## config.mk

```make
export PLATFORM = sky130hd
export DESIGN_NAME = pwm_ramp_ctrl
export DESIGN_NICKNAME = d
export VERILOG_FILES = /design/src/rtl/pwm_ramp_ctrl.sv
export SDC_FILE = /design/constraint.sdc
export NUM_CORES = 1
export LEC_CHECK = 0
export BUFFER_PORTS_ARGS = -buffer_cell sky130_fd_sc_hd__buf_2
export CORE_AREA = 3 3 64 125
export DETAILED_ROUTE_END_ITERATION = 6
export DIE_AREA = 0 0 67 128
export GPL_TIMING_DRIVEN = 0
export MAX_ROUTING_LAYER = met4
export PLACE_DENSITY = 0.72
export REMOVE_ABC_BUFFERS = 1
export SETUP_SLACK_MARGIN = 0.1
export SYNTH_ARGS = -nofsm -noshare
export SYNTH_HDL_FRONTEND = slang
export SYNTH_SLANG_ARGS = --single-unit
```

## constraint.sdc

```tcl
create_clock -name clock -period 2.5 [get_ports clock]
set_clock_uncertainty 0.2 [all_clocks]
set_input_delay 0.125 -clock clock [delete_from_list [all_inputs] [get_ports clock]]
set_output_delay 0.125 -clock clock [all_outputs]
set_load 0.05 [all_outputs]
```

## src/rtl/pwm_ramp_ctrl.sv

```systemverilog
// Multi-channel PWM duty controller: accepts duty commands over valid/ready and
// ramps or jumps each channel's duty, updating only on PWM frame boundaries.
module pwm_ramp_ctrl #(
   parameter int unsigned WIDTH    = 4,
   parameter int unsigned CHANNELS = 4,
   parameter int unsigned CH_BITS  = 2,
   parameter int unsigned RAMP_DIV = 16
) (
   input  logic                      clock,
   input  logic                      reset,
   input  logic                      cmd_valid,
   output logic                      cmd_ready,
   input  logic [CH_BITS-1:0]        cmd_channel,
   input  logic [WIDTH-1:0]          cmd_target,
   input  logic                      cmd_immediate,
   output logic [CHANNELS*WIDTH-1:0] value_bus,
   output logic [CHANNELS-1:0]       busy,
   output logic                      frame_start
);

   localparam int unsigned PRE_W = (RAMP_DIV > 1) ? $clog2(RAMP_DIV) : 1;
   localparam logic [PRE_W-1:0] PRE_LAST = PRE_W'(RAMP_DIV - 1);
   localparam logic [WIDTH-1:0] FRAME_PRE_LAST = {{(WIDTH-1){1'b1}}, 1'b0};

   typedef struct packed {
      logic [CH_BITS-1:0] ch;
      logic [WIDTH-1:0]   tgt;
      logic               imm;
   } cmd_t;

   logic [WIDTH-1:0]    frame_cnt;
   logic [PRE_W-1:0]    pre_cnt;
   logic                pend_valid;
   logic                pend_valid_n;
   cmd_t                pend;
   logic                step;
   logic                transfer;
   logic [WIDTH-1:0]    cur   [CHANNELS];
   logic [WIDTH-1:0]    tgt   [CHANNELS];
   logic [WIDTH-1:0]    cur_n [CHANNELS];
   logic [WIDTH-1:0]    tgt_n [CHANNELS];
   logic [CHANNELS-1:0] busy_n;

   // frame_start is registered one cycle early so it is high while the counter is at its last value
   assign step     = frame_start && (pre_cnt == PRE_LAST);
   assign transfer = cmd_valid && cmd_ready;

   // A transfer on a boundary edge wins: the old (empty) pending slot is what gets applied
   always_comb begin
      pend_valid_n = pend_valid;
      if (transfer) begin
         pend_valid_n = 1'b1;
      end else if (frame_start) begin
         pend_valid_n = 1'b0;
      end
   end

   // Per-channel next duty: a command on this boundary overrides the ramp step for its channel
   always_comb begin
      busy_n = '0;
      for (int unsigned i = 0; i < CHANNELS; i++) begin
         cur_n[i] = cur[i];
         tgt_n[i] = tgt[i];
         if (frame_start && pend_valid && (pend.ch == CH_BITS'(i))) begin
            tgt_n[i] = pend.tgt;
            if (pend.imm) begin
               cur_n[i] = pend.tgt;
            end
         end else if (step) begin
            if (cur[i] < tgt[i]) begin
               cur_n[i] = cur[i] + WIDTH'(1);
            end else if (cur[i] > tgt[i]) begin
               cur_n[i] = cur[i] - WIDTH'(1);
            end
         end
         busy_n[i] = (cur_n[i] != tgt_n[i]);
      end
   end

   always_ff @(posedge clock or posedge reset) begin
      if (reset) begin
         frame_cnt   <= '0;
         frame_start <= 1'b0;
         pre_cnt     <= '0;
         pend_valid  <= 1'b0;
         pend        <= '0;
         cmd_ready   <= 1'b0;
         busy        <= '0;
         for (int unsigned i = 0; i < CHANNELS; i++) begin
            cur[i] <= '0;
            tgt[i] <= '0;
         end
      end else begin
         frame_cnt   <= frame_cnt + WIDTH'(1);
         frame_start <= (frame_cnt == FRAME_PRE_LAST);
         if (frame_start) begin
            pre_cnt <= (pre_cnt == PRE_LAST) ? '0 : pre_cnt + PRE_W'(1);
         end
         pend_valid <= pend_valid_n;
         cmd_ready  <= !pend_valid_n;
         if (transfer) begin
            pend.ch  <= cmd_channel;
            pend.tgt <= cmd_target;
            pend.imm <= cmd_immediate;
         end
         cur  <= cur_n;
         tgt  <= tgt_n;
         busy <= busy_n;
      end
   end

   for (genvar g = 0; g < CHANNELS; g++) begin : g_pack
      assign value_bus[g*WIDTH +: WIDTH] = cur[g];
   end

endmodule

```

==> report_table.html <==
<table>
<tr><th>Metric</th><th>Value</th></tr>
<tr><th colspan="2">Clocking</th></tr>
<tr><td>TritonCTS clock tree</td><td>done</td></tr>
<tr><td>Clock-pin slew reported for the worst setup and hold paths after clock tree synthesis</td><td>0.07 ns</td></tr>
<tr><td>Clk Latency, worst-skew pair</td><td>approximately 0.30 ns</td></tr>
<tr><td>Clock root buffer</td><td>sky130_fd_sc_hd__clkbuf_16</td></tr>
<tr><td>Clock tree buffer depth</td><td>2</td></tr>
<tr><td>Total CTS buffers</td><td>5</td></tr>
<tr><td>Number of sinks on the clock net</td><td>54</td></tr>
<tr><td>H-tree level count</td><td>2</td></tr>
<tr><th colspan="2">Power and ir drop</th></tr>
<tr><td>PD cells</td><td>about 1200 mW/mm^2</td></tr>
<tr><td>VDD IR-drop max</td><td>approximately 1000 uV</td></tr>
<tr><td>Leakage dissipation</td><td>approximately 2.2 nW</td></tr>
<tr><th colspan="2">Layout</th></tr>
<tr><td>Design Area, Final</td><td>0.00500 sq mm</td></tr>
<tr><td>Layout overhead on the synthesized area</td><td>29.8%</td></tr>
<tr><td>Nets</td><td>550</td></tr>
<tr><td>Total area of multi-input combinational cells</td><td>0.00258 sq mm</td></tr>
<tr><td>Storage element area</td><td>0.00137 sq mm</td></tr>
<tr><td>Fraction of layout instances using a drive strength above 1</td><td>0.349</td></tr>
<tr><td>Fill cell total of the finished layout</td><td>approximately 550</td></tr>
<tr><td>Antenna diode count</td><td>0</td></tr>
<tr><th colspan="2">Synth</th></tr>
<tr><td>Number of enable flip-flop cells after synthesis</td><td>0</td></tr>
<tr><td>Synthesized area per cell</td><td>8.91 sq um</td></tr>
<tr><td>Yosys reg bits</td><td>54</td></tr>
<tr><td>Most repeated cell in the gate-level netlist after synthesis</td><td>sky130_fd_sc_hd__dfrtp_1</td></tr>
<tr><td>Sequential area share after synthesis</td><td>0.351</td></tr>
<tr><td>Post-synthesis cell type count</td><td>65</td></tr>
<tr><td>Top cell type by total area after synthesis</td><td>sky130_fd_sc_hd__dfrtp_1</td></tr>
<tr><td>Yosys warnings</td><td>0</td></tr>
<tr><td>Cell types with the largest area share after synthesis</td><td>sky130_fd_sc_hd__dfrtp_1, sky130_fd_sc_hd__ha_1, sky130_fd_sc_hd__xnor2_1, sky130_fd_sc_hd__nand2_1, sky130_fd_sc_hd__mux2_2</td></tr>
<tr><td>Post-Syn Instances</td><td>432</td></tr>
<tr><td>Netlist area before placement</td><td>0.00385 sq mm</td></tr>
<tr><td>Share of flip-flops with an asynchronous set or reset after synthesis</td><td>1.00</td></tr>
<tr><td>Share of Yosys cell area claimed by the top area cell type</td><td>0.351</td></tr>
<tr><td>Most used standard cells in the synthesized netlist</td><td>sky130_fd_sc_hd__dfrtp_1, sky130_fd_sc_hd__nand2_1, sky130_fd_sc_hd__inv_1</td></tr>
<tr><td>Predominant post-synthesis flop cell</td><td>sky130_fd_sc_hd__dfrtp_1</td></tr>
<tr><th colspan="2">Route</th></tr>
<tr><td>Routed vias/inst</td><td>5.99</td></tr>
<tr><td>Via count</td><td>3,610</td></tr>
<tr><td>WL final</td><td>10,800 microns</td></tr>
<tr><td>Routed length per instance</td><td>17.9 microns</td></tr>
<tr><td>Count of nets left with antenna violations after detail routing</td><td>0</td></tr>
<tr><td>Number of remaining DRC errors</td><td>0</td></tr>
<tr><td>Number of optimization iterations in the first detailed-route pass</td><td>5</td></tr>
<tr><td>Iteration-0 DRC Markers</td><td>approximately 250</td></tr>
<tr><th colspan="2">GRT</th></tr>
<tr><td>Vias in the first global route</td><td>3,370</td></tr>
<tr><td>Global-route total usage across every layer</td><td>0.244</td></tr>
<tr><td>Remaining Overflow, GRT</td><td>0</td></tr>
<tr><td>First-pass GRT wire length</td><td>15,700 microns</td></tr>
<tr><td>Largest net degree at the start of global routing</td><td>43</td></tr>
<tr><td>Initial antenna violation count</td><td>0</td></tr>
<tr><th colspan="2">Place</th></tr>
<tr><td>Worst setup slack before clock tree synthesis</td><td>-0.345 ns</td></tr>
<tr><td>Port Buffers</td><td>31</td></tr>
<tr><td>Area post-placement</td><td>0.00402 sq mm</td></tr>
<tr><td>Gpl congestion</td><td>roughly 0.91</td></tr>
<tr><td>Detailed placer's ending HPWL</td><td>6540 microns</td></tr>
<tr><th colspan="2">Timing</th></tr>
<tr><td>Max Fclk</td><td>0.413 GHz</td></tr>
<tr><td>Worst-case hold slack</td><td>0.119 ns</td></tr>
<tr><td>Relative slew slack</td><td>0.447</td></tr>
<tr><td>Transition time at the pin with the least slew margin</td><td>between 0.8 and 0.9 ns</td></tr>
<tr><td>Crit share post-route</td><td>0.968</td></tr>
<tr><td>Final period demand of the worst path</td><td>2.42 ns</td></tr>
<tr><td>Worst path setup slack after routing</td><td>0.0795 ns</td></tr>
<tr><td>Number of setup violations in the final report</td><td>0</td></tr>
<tr><td>Number of max-slew violations in the final report</td><td>0</td></tr>
<tr><td>Unrepaired setup endpoints after global routing</td><td>true</td></tr>
<tr><td>Hold violation count in the final report</td><td>0</td></tr>
<tr><th colspan="2">Critical path</th></tr>
<tr><td>Worst r2r dst</td><td>busy[3]</td></tr>
<tr><td>FF-to-FF Start</td><td>tgt[2]</td></tr>
<tr><td>Endpoint required time on the critical path</td><td>between 2 and 2.5 ns</td></tr>
<tr><td>Critical path endpoint category</td><td>flip-flop</td></tr>
<tr><td>Depth of the worst register-to-register path</td><td>9</td></tr>
<tr><td>Data arrival, critical path</td><td>2.37 ns</td></tr>
<tr><td>Worst setup slack for register-to-register paths</td><td>0.08 ns</td></tr>
<tr><td>WS Path Type</td><td>flip-flop to flip-flop</td></tr>
<tr><td>Sort of element at the start of the critical path</td><td>flip-flop</td></tr>
<tr><td>Maximum fanout along the worst path</td><td>5</td></tr>
<tr><th colspan="2">Floorplan</th></tr>
<tr><td>Core Footprint</td><td>0.00710 sq mm</td></tr>
<tr><td>I/O pin cnt</td><td>32</td></tr>
<tr><td>Area enclosed by the die boundary</td><td>0.00858 sq mm</td></tr>
<tr><td>Vertical extent of the die</td><td>about 130 microns</td></tr>
<tr><td>Floorplan die width</td><td>roughly 67 microns</td></tr>
<tr><td>Core Rows</td><td>43</td></tr>
<tr><td>Initial core utilization</td><td>0.542</td></tr>
<tr><th colspan="2">Flow run</th></tr>
<tr><td>Number of max-cap violations</td><td>0</td></tr>
<tr><th colspan="2">Min path</th></tr>
<tr><td>Hold/Removal Path Class</td><td>primary input to async pin</td></tr>
<tr><th colspan="2">Run status</th></tr>
<tr><td>Status</td><td>finished, final reports clean</td></tr>
</table>
## metrics by stage
stage / cells / setup TNS [ns] / power, W / utilization
4_1_cts: 550 / -0.0844 / 0.00518 / 0.616
3_5_place_dp: 529 / -0.949 / 0.00431 / 0.567
2_1_floorplan: 407 / -0.610 / 0.00367 / -
6_report: 603 / 0 / 0.00593 / 0.704
3_3_place_gp: 528 / -0.664 / 0.00422 / 0.564
5_1_grt: 603 / -0.0469 / 0.00634 / 0.704
## placed cells by master, fill, tap and decap left out, drive strengths merged, types with 11 or more instances in the layout
cell and instances:
buf 89, dfrtp 54, nand2 45, inv 31
o21ai 29, xnor2 27, nor2 27, ha 27
a21oi 19, mux2 14, a31oi 12, nand3 12
nand4 11
## repair_timing
action / in CTS / in global routing
hold buffers: 8 / 0
cloned: 0 / 2
gates resized for setup: 26 / 42
pin swaps: 11 / 29
hold endpoints to repair: 61 / 0
setup buffers: 6 / 51
endpoints found under the setup margin: 10 / 10
## worst max-delay path, stage by stage (launching register included)
cell	delay (ns)
sky130_fd_sc_hd__dfrtp_2	0.42
sky130_fd_sc_hd__inv_1	0.10
sky130_fd_sc_hd__ha_4	0.28
sky130_fd_sc_hd__nand4_1	0.21
sky130_fd_sc_hd__o21ai_4	0.22
sky130_fd_sc_hd__nor2_1	0.06
sky130_fd_sc_hd__a211o_1	0.32
sky130_fd_sc_hd__xor2_1	0.15
sky130_fd_sc_hd__o21ba_4	0.23
sky130_fd_sc_hd__o211ai_2	0.08
## how the worst max path moves through the flow
stage	from	to	slack [ns]	cells past startpoint
floorplan	frame_start	busy[3]	-0.22	7
global placement	frame_start	busy[3]	-0.25	7
detailed placement	frame_start	busy[3]	-0.35	7
CTS	value_bus[15]	busy[3]	-0.08	8
global route	tgt[2]	busy[3]	-0.05	8
finish	tgt[2]	busy[3]	0.08	9
## cell type report
cell class              instances  area share
multi-input cells             324       0.517
repair buffers                 97       0.137
clock buffers                   5      0.0250
clock inverters                 2     0.00200
well taps                      90      0.0225
flip-flops and latches         54       0.274
inverters                      31      0.0233
## routing by layer
layer	track usage	part of all wire
met3	0.0351	0.037
met5	-	0
met4	0.117	0.039
met1	0.264	0.38
met2	0.424	0.55
## where the power goes
part / internal (W) / switching, W
clock: 0.000363 / 0.000310
combinational: 0.00172 / 0.00197
sequential: 0.00114 / 0.000430
## flip-flops by register name, summed over array words and instances (netlist names)
name / flops
value_bus: 16
pre_cnt: 4
cmd_ready: 1
frame_start: 1
tgt: 16
busy: 4
pend: 7
frame_cnt: 4
pend_valid: 1
## logic make-up after synthesis
| group | after synthesis | synth area share |
|---|---|---|
| flops | 54 | 0.351 |
| xor+xnor | 36 | 0.0819 |
| fa+ha+maj | 27 | 0.0877 |
| mux | 21 | 0.0624 |
| simple gates | 138 | 0.184 |
| buf+inv | 56 | 0.0598 |
| compound gates | 100 | 0.174 |
No activity file was read; power rests on OpenSTA's default activity.
